`src/rtl/rr_arbiter_4_pkg.sv`:
```
// Shared types and constants for the four-source round-robin arbiter.
// Source indices match the MUX_4_1 select encoding.
package rr_arbiter_4_pkg;

   localparam int N_SRC = 4;

   typedef enum logic {
      ST_IDLE  = 1'b0,
      ST_GRANT = 1'b1
   } state_t;

   typedef enum logic [1:0] {
      SRC_A = 2'd0,
      SRC_B = 2'd1,
      SRC_C = 2'd2,
      SRC_D = 2'd3
   } src_t;

   function automatic logic [N_SRC-1:0] src_onehot(input logic [1:0] idx);
      return 4'b0001 << idx;
   endfunction

endpackage

```
`src/rtl/rr_pick_4.sv`:
```
// Rotating priority picker: the first set bit of i_req, scanning upward
// from i_start and wrapping modulo 4.
module rr_pick_4
   import rr_arbiter_4_pkg::*;
(
   input  logic [N_SRC-1:0] i_req,
   input  logic [1:0]       i_start,
   output logic [1:0]       o_win,
   output logic             o_found
);

   logic [1:0] w_idx;

   // Scan from the farthest offset down so the nearest request wins.
   always_comb begin
      o_win   = i_start;
      o_found = 1'b0;
      w_idx   = i_start;
      for (int k = N_SRC - 1; k >= 0; k--) begin
         w_idx = i_start + 2'(k);
         if (i_req[w_idx]) begin
            o_win   = w_idx;
            o_found = 1'b1;
         end
      end
   end

endmodule

```
`src/rtl/rr_arbiter_4.sv`:
```
// Round-robin owner selection for a shared 4:1 mux, with valid/ready
// handshake to one consumer and a bounded burst per owner under contention.
module rr_arbiter_4
   import rr_arbiter_4_pkg::*;
#(
   parameter int HOLD_MAX = 4
)(
   input  logic             CLK,
   input  logic             RST,
   input  logic [N_SRC-1:0] REQ,
   input  logic             DST_READY,
   output logic [1:0]       SEL,
   output logic             VALID,
   output logic [N_SRC-1:0] GNT,
   output logic             BUSY
);

   localparam int            CW      = $clog2(HOLD_MAX + 1);
   localparam logic [CW-1:0] CNT_MAX = CW'(HOLD_MAX);

   // Handshake: a transfer happens in a cycle where VALID and DST_READY are
   // both high; the source must hold REQ until that cycle.
   state_t           r_state, w_state_nxt;
   logic [1:0]       r_sel, w_sel_nxt;
   logic [1:0]       r_ptr, w_ptr_nxt;
   logic [CW-1:0]    r_cnt, w_cnt_nxt;

   logic [N_SRC-1:0] w_owner_oh;
   logic             w_grant;
   logic             w_valid;
   logic             w_xfer;
   logic [CW-1:0]    w_cnt_inc;
   logic             w_others;
   logic             w_release;
   logic [N_SRC-1:0] w_pick_req;
   logic [1:0]       w_pick_start;
   logic [1:0]       w_win;
   logic             w_found;

   assign w_owner_oh = src_onehot(r_sel);
   assign w_grant    = (r_state == ST_GRANT);
   assign w_valid    = w_grant & REQ[r_sel] & ~RST;
   assign w_xfer     = w_valid & DST_READY;
   assign w_cnt_inc  = (r_cnt == CNT_MAX) ? r_cnt : r_cnt + CW'(1);
   assign w_others   = |(REQ & ~w_owner_oh);
   assign w_release  = w_grant &
                       (~REQ[r_sel] | (w_xfer & (w_cnt_inc == CNT_MAX) & w_others));

   // One picker serves both the IDLE start and the hand-off on release.
   assign w_pick_req   = w_grant ? (REQ & ~w_owner_oh) : REQ;
   assign w_pick_start = w_grant ? (r_sel + 2'd1) : r_ptr;

   rr_pick_4 u_pick (
      .i_req   (w_pick_req),
      .i_start (w_pick_start),
      .o_win   (w_win),
      .o_found (w_found)
   );

   always_ff @(posedge CLK) begin
      if (RST) begin
         r_state <= ST_IDLE;
         r_sel   <= SRC_A;
         r_ptr   <= 2'd0;
         r_cnt   <= '0;
      end else begin
         r_state <= w_state_nxt;
         r_sel   <= w_sel_nxt;
         r_ptr   <= w_ptr_nxt;
         r_cnt   <= w_cnt_nxt;
      end
   end

   always_comb begin
      w_state_nxt = r_state;
      w_sel_nxt   = r_sel;
      w_ptr_nxt   = r_ptr;
      w_cnt_nxt   = r_cnt;
      case (r_state)
         ST_IDLE: begin
            if (w_found) begin
               w_sel_nxt   = w_win;
               w_cnt_nxt   = '0;
               w_state_nxt = ST_GRANT;
            end
         end
         ST_GRANT: begin
            if (w_release) begin
               w_ptr_nxt = r_sel + 2'd1;
               if (w_found) begin
                  w_sel_nxt = w_win;
                  w_cnt_nxt = '0;
               end else begin
                  w_state_nxt = ST_IDLE;
               end
            end else if (w_xfer) begin
               w_cnt_nxt = w_cnt_inc;
            end
         end
         default: w_state_nxt = ST_IDLE;
      endcase
   end

   always_comb begin
      SEL   = r_sel;
      VALID = w_valid;
      GNT   = w_xfer ? w_owner_oh : '0;
      BUSY  = w_grant & ~RST;
   end

endmodule
```
`config.mk`:
```
export PLATFORM = sky130hd
export DESIGN_NAME = rr_arbiter_4
export DESIGN_NICKNAME = d
export VERILOG_FILES = /design/src/rtl/rr_arbiter_4_pkg.sv /design/src/rtl/rr_pick_4.sv /design/src/rtl/rr_arbiter_4.sv
export SDC_FILE = /design/constraint.sdc
export NUM_CORES = 1
export LEC_CHECK = 0
export ABC_CLOCK_PERIOD_IN_PS = 3900
export CORE_MARGIN = 5
export CORE_UTILIZATION = 55
export DETAILED_ROUTE_END_ITERATION = 8
export DONT_BUFFER_PORTS = 1
export GPL_TIMING_DRIVEN = 0
export PLACE_DENSITY_LB_ADDON = 0.15
export SYNTH_ARGS = -nofsm -noshare
export SYNTH_HDL_FRONTEND = slang
export SYNTH_SLANG_ARGS = --single-unit
```
`constraint.sdc`:
```
create_clock -name CLK -period 3.9 [get_ports CLK]
set_input_delay 0.585 -clock CLK [delete_from_list [all_inputs] [get_ports CLK]]
set_output_delay 0.585 -clock CLK [all_outputs]
set_load 0.1 [all_outputs]
```
==> qor.yml, run 1 <==
netlist_area_um2: 747.0
hold_viol: 0
antenna_found_initial: 0
io_buffers: 0
drt_iter0_drc: 4
globalRouteOverflowTotal: 0
vias: 617
arrival_ns: 2.66
drt_pass1_iterations: 4
cts_tree: "done"
syn_nets: 100
fmax_mhz: 307.9
via_per_inst: 5.876
placedCellCount: 102
hpwl_um: 1210
hold_class: "flop to flop"
die-area_um2: 2195
drc: 0
ys_seq_area_frac: 0.2144
power.density_nw_per_um2: 454.3
crit_path_start_kind: "flop"
drv_cap: 0
yosys.area_share.simple: 0.2864
stdcell_count: 105
synth_cell_types: 32
syn_avg_cell_area_um2: 8.586
clock_skew_ns: 0.009381
criticalPathCategory: "flop to output pin"
start_util: 0.5813
clockRootBuffer: "clkbuf_4"
required_ns: 3.31
drt-wirelength-per-cell_um: 14.55
die_y_um: 46.85
holdWs_ns: 0.4985
wirelength_um: 1528
yosys_warnings: 0
drive_gt1_frac: 0.1889
place_congestion: 0.8086
synth_top_family_by_area: "simple AND/OR/NAND/NOR gates"
critPathMaxFanout: 9
core_area_um2: 1285
grt_use_total: 0.1664
slew_violations: 0
p_leak_nw: 0.3358
ios: 15
synth-compound-area-share: 0.2261
clock_sinks: 8
dieWidth_um: 46.85
synth.mux.area_fraction: 0.1106
postSynthCellCount: 87
cts_resized: 0
fin_setup_tns_ns: 0
cts.htree.levels: 1
synth-seq-cells: 8
cts_hold_buf: 0
grt_pass1_wl_um: 2622
max_slew.worst_pin.slew_ns: 1.149
synth_adder_area_share: 0.1005
postCtsSetupBuffers: 0
maxSlewHeadroom: 0.2330
grt_max_degree: 11
grt_pass1_vias: 600
clkLatencyLatePin_ns: 0.26
cts_made_buffers: 3
fp-row-count: 13
drtAntennaViolNets: 0
total_power_w: 0.0003581
final_util: 0.6134
ir_drop_uv: 339.9
fin_crit_sh: 0.8328
clkTransAtPathRegs_ns: 0.06
critPathCaptureType: "output pin"
antenna_cells: 0
num-nets-final: 105
rsz0062_at_grt: "false"
finalCriticalPeriod_ns: 3.248
area_growth_syn_to_layout_pct: 5.528
finalSetupViolCount: 0
status: "finished clean"
cts_buffer_depth: 2
synth_xor_area_frac: 0
## final cells by class
class	instances	area [um2]
Buffer	3	27.53
Clock buffer	3	22.52
Fill cell	119	496.7
Inverter	5	18.77
Multi-Input combinational cell	71	540.5
Sequential cell	8	160.2
Tap cell	15	18.77
## state kept, by name, summed over array words and instances, names as in the netlist
name and flops:
r_state 1, SEL 2, r_cnt 3, r_ptr 2
## metrics by stage
stage / worst slack [ns] / instance area [um2]
floorplan: 0.9912 / 747.0
CTS: 0.6385 / 788.3
detailed placement: 0.9104 / 765.7
finish: 0.6520 / 788.3
global route: 0.5709 / 788.3
global placement: 0.9080 / 765.7
## power breakdown
part           internal [W]  switching [W]
sequential        0.0000926      0.0000512
clock             0.0000352      0.0000281
combinational     0.0000623      0.0000887
total              0.000190       0.000168
## synthesized netlist by cell type
master	number	area share
mux2_4	2	0.040
a31oi_1	3	0.025
and2_2	5	0.050
o31ai_1	3	0.030
inv_1	5	0.025
nand2b_1	8	0.067
dfxtp_1	8	0.21
a21boi_0	4	0.040
nand2_1	4	0.020
nor2_1	6	0.030
a2bb2oi_1	1	0.012
mux4_2	1	0.030
mux2i_1	3	0.040
nand4_1	1	0.0084
and3_4	1	0.015
a21boi_1	1	0.010
o21ai_0	2	0.013
buf_2	1	0.0067
o311ai_0	1	0.012
and3_1	3	0.025
nand3_1	1	0.0067
a21oi_1	5	0.033
a41oi_1	1	0.012
buf_6	2	0.030
nand3b_1	2	0.020
a31oi_2	1	0.017
o21a_1	1	0.010
a31o_1	1	0.012
and2b_2	1	0.012
or4_1	2	0.020
or3b_1	1	0.012
ha_1	6	0.10
## final timing paths
path / startpoint / end / slack (ns) / cells past startpoint
setup reg to reg: SEL[0] / SEL[0] / 0.93 / 7
hold / removal: r_cnt[1] / r_cnt[1] / 0.50 / 2
setup / recovery: SEL[1] / GNT[0] / 0.65 / 4
hold reg to reg: r_cnt[1] / r_cnt[1] / 0.50 / 2
## cell families after synthesis
family,count (synthesis)
flops,8
compound gates,24
buf+inv,8
simple gates,35
mux,6
fa+ha+maj,6
## worst max-delay path, cell delays in order (launching register included)
cell and delay [ns]:
dfxtp_1 1.04, mux4_2 0.67, and3_4 0.20, buf_6 0.13, and2_2 0.37
## layer usage
| layer | GRT usage | routed length (um) | up-vias |
|---|---|---|---|
| li1 | - | - | 322 |
| met1 | 0.2109 | 676 | 280 |
| met2 | 0.2710 | 765 | 12 |
| met3 | 0.06130 | 75 | 3 |
| met4 | 0.03315 | 10 | 0 |
| met5 | 0 | 0 | - |
## cell usage in the layout (no fill, tap or decap), drive strengths merged, types with 3 or more instances in the layout
cell | Yosys | routed
a21boi | 5 | 5
a21oi | 5 | 5
a31oi | 4 | 4
and2 | 5 | 5
and3 | 4 | 4
buf | 3 | 3
clkbuf | 0 | 3
dfxtp | 8 | 8
ha | 6 | 6
inv | 5 | 5
mux2i | 3 | 3
nand2 | 4 | 4
nand2b | 8 | 8
nor2 | 6 | 6
o31ai | 3 | 3
(Power assumes the default switching activity.)
==> inputs of run 2 (changes only) <==
--- a/config.mk
+++ b/config.mk
@@ -5,7 +5,8 @@
 export SDC_FILE = /design/constraint.sdc
 export NUM_CORES = 1
 export LEC_CHECK = 0
-export ABC_CLOCK_PERIOD_IN_PS = 3900
+export ABC_AREA = 1
+export ABC_CLOCK_PERIOD_IN_PS = 3000
 export CORE_MARGIN = 5
 export CORE_UTILIZATION = 55
 export DETAILED_ROUTE_END_ITERATION = 8
==> constraint.sdc (replaced) <==
create_clock -name CLK -period 3 [get_ports CLK]
set_input_delay 0.45 -clock CLK [delete_from_list [all_inputs] [get_ports CLK]]
set_output_delay 0.45 -clock CLK [all_outputs]
set_load 0.1 [all_outputs]
==> run 2 against run 1 <==
  * Critical path type unchanged
  * Sequential share of layout area fell by 2.6 points
  * Wire length rose by 26%
  * Non-clock buffer count fell by 2
  * Largest power group unchanged
  * Sequential cell count did not move
  * Synthesized cell count rose by 71%
  * Final cell count rose by 60%
  * Combinational power rose to 3.9 times the previous value
  * Highest routed layer unchanged
  * Die area rose by 9.6%
  * Via count rose by 42%
  * Cell area rose by 17%
  * Hold slack got worse by 0.23 ns
==> qor.yml, run 2 <==
dieWidth_um: 49.04  # +4.7%
finalSetupViolCount: 0  # unchanged
max_slew.worst_pin.slew_ns: 0.8170  # -0.3320 ns
status: "finished clean"
num-nets-final: 167  # +59%
slew_violations: 0  # unchanged
syn_nets: 162  # +62%
synthTopCellsByCount: "nand2_1, inv_1, nand3_1, nor2_1, dfxtp_1"
drtAntennaViolNets: 0  # unchanged
synth-seq-cells: 8  # unchanged
area_growth_syn_to_layout_pct: 9.552
crit_path_start_kind: "flop"
maxSlewHeadroom: 0.4548  # +0.2218
critPathMaxFanout: 8  # -1
ir_drop_uv: 507.1  # +49%
regMostFlops: "r_cnt"
drt_iter0_drc: 25  # +21
grt_pass1_wl_um: 3450  # +32%
clock_sinks: 8  # unchanged
power.density_nw_per_um2: 989.4  # +120%
postSynthCellCount: 149  # +71%
hold_viol: 0  # unchanged
drc: 0  # unchanged
synth-edff-count: 0  # unchanged
p_leak_nw: 0.4527  # +35%
hold_class: "input port to flop"
async_reset_ff_frac: 0  # unchanged
synth.most_common_cell: "nand2_1"
cts_made_buffers: 3  # unchanged
arrival_ns: 2.35  # -0.31 ns
layout_common_cells: "nand2_1, inv_1, nand3_1"
grt_max_degree: 11  # unchanged
grt_pass1_vias: 838  # +40%
clkLatencyLatePin_ns: 0.24  # -0.02 ns
synth-main-ff-cell: "dfxtp_1"
cts_tree: "done"
synth.top_cell.area_share: 0.2776  # +0.06321
fin_setup_tns_ns: 0  # unchanged
drt_pass1_iterations: 4  # unchanged
preCtsSetupSlack_ns: -0.1487  # -1.059 ns
fmax_mhz: 356.8
die-area_um2: 2405  # +9.6%
required_ns: 2.55  # -0.76 ns
ios: 15  # unchanged
vias: 879  # +42%
clkTransAtPathRegs_ns: 0.05  # about the same
syn_avg_cell_area_um2: 5.626  # -34%
final_common_cell: "nand2_1"
globalRouteOverflowTotal: 0  # unchanged
cts_buffer_depth: 2  # unchanged
synth_cell_types: 20  # -38%
drv_cap: 0  # unchanged
rsz0062_at_grt: "false"
netlist_area_um2: 838.3  # +12%
cts.htree.levels: 1  # unchanged
core_area_um2: 1471  # +15%
clock_skew_ns: 0.001715  # -0.007666 ns
antenna_found_initial: 0  # unchanged
start_util: 0.5697  # -0.01158
yosys_warnings: 0  # unchanged
wirelength_um: 1924  # +26%
die_y_um: 49.04  # +4.7%
yosys.area.top_type: "nand2_1"
largest_register_ffs: 3  # unchanged
fin_ws_ns: 0.1977  # -0.4544 ns
yosys-top-cells-area: "nand2_1, dfxtp_1, nand3_1, ha_1, inv_1"
critPathCaptureType: "output pin"
hpwl_um: 1556  # +29%
io_buffers: 0  # unchanged
antenna_cells: 0  # unchanged
place_congestion: 0.8349  # +3.3%
via_per_inst: 5.232  # -11%
criticalPathCategory: "flop to output pin"
drive_gt1_frac: 0.1711  # -0.01784
fillCellCount: 158  # +33%
drt-wirelength-per-cell_um: 11.45  # -21%
clockRootBuffer: "clkbuf_4"
fin_crit_sh: 0.9341
finalCriticalPeriod_ns: 2.802
grt_use_total: 0.1747  # +0.008294
ys_seq_area_frac: 0.1910  # -0.02336
fp-row-count: 14  # +1
==> run 2: cell count changes after synthesis, sizes merged, moves of 3 or more <==
| cell | change |
|---|---|
| nand2 | +66 |
| nor2 | +8 |
| nand3 | +15 |
| o31ai | -3 |
| nand2b | -8 |
| mux2i | -3 |
| and3 | -4 |
| a31oi | -3 |
| a21boi | -5 |
| and2 | -4 |
| inv | +14 |
==> run 2: worst paths after layout <==
kind | start | endpoint | slack, ns | cells after the start
worst max-delay path | r_state | GNT[2] | 0.20 | 6
worst min-delay path | RST | r_cnt[1] | 0.27 | 1
worst max register to register | SEL[0] | SEL[1] | 0.63 | 14
worst min register to register | r_cnt[1] | r_cnt[1] | 0.50 | 2
==> run 2: timing repair <==
| item | in CTS | in global routing |
|---|---|---|
| setup buffers | 0 | 0 |
| hold buffers | 0 | 0 |
| pin swaps | 0 | 2 |
| endpoints found under the setup margin | 4 | 4 |
| resized for setup | 6 | 1 |
==> run 2: cell type report <==
class | count | area [um2] | area share
Multi-Input combinational cell | 121 | 630.6 | 0.6866
Clock buffer | 3 | 22.52 | 0.02452
Inverter | 19 | 71.32 | 0.07766
Sequential cell | 8 | 162.7 | 0.1771
Buffer | 1 | 11.26 | 0.01226
Tap cell | 16 | 20.02 | 0.02180
==> run 2: critical path, cell delays in order (launching register included) <==
cell	delay (ns)
dfxtp_1	0.39
inv_2	0.12
nor2_4	0.54
nand3_2	0.16
nor2_2	0.15
inv_1	0.18
nor2_4	0.55
==> run 2: power breakdown <==
group | internal, W | leakage [nW] | switching, W | total, W
Clock | 0.0000454 | 0.0138 | 0.0000317 | 0.0000771
Combinational | 0.000174 | 0.373 | 0.000407 | 0.000582
Sequential | 0.000133 | 0.0663 | 0.000116 | 0.000250
==> run 2: layer usage <==
layer  wire, um  GRT usage  vias up
li1           -          -      470
met3        124    0.06116        2
met1        875     0.2110      389
met2        918     0.3000       18
met5          0          0        -
met4          6    0.02691        0
==> run 2: cells by family after synthesis <==
| family | synth area share |
|---|---|
| flops | 0.1910 |
| buf+inv | 0.09851 |
| compound gates | 0.07761 |
| simple gates | 0.5433 |
| fa+ha+maj | 0.08955 |
==> run 2: through the flow <==
step	cell area (um2)	cells	util	hold WS [ns]	total power [W]
floorplan	838.3	149	-	0.4671	0.0007090
global placement	858.3	165	0.5833	0.4843	0.0007923
detailed placement	868.3	165	0.5901	0.5026	0.0008143
CTS	913.4	168	0.6207	0.2606	0.0009101
global route	918.4	168	0.6242	0.2460	0.001005
finish	918.4	168	0.6242	0.2681	0.0009086
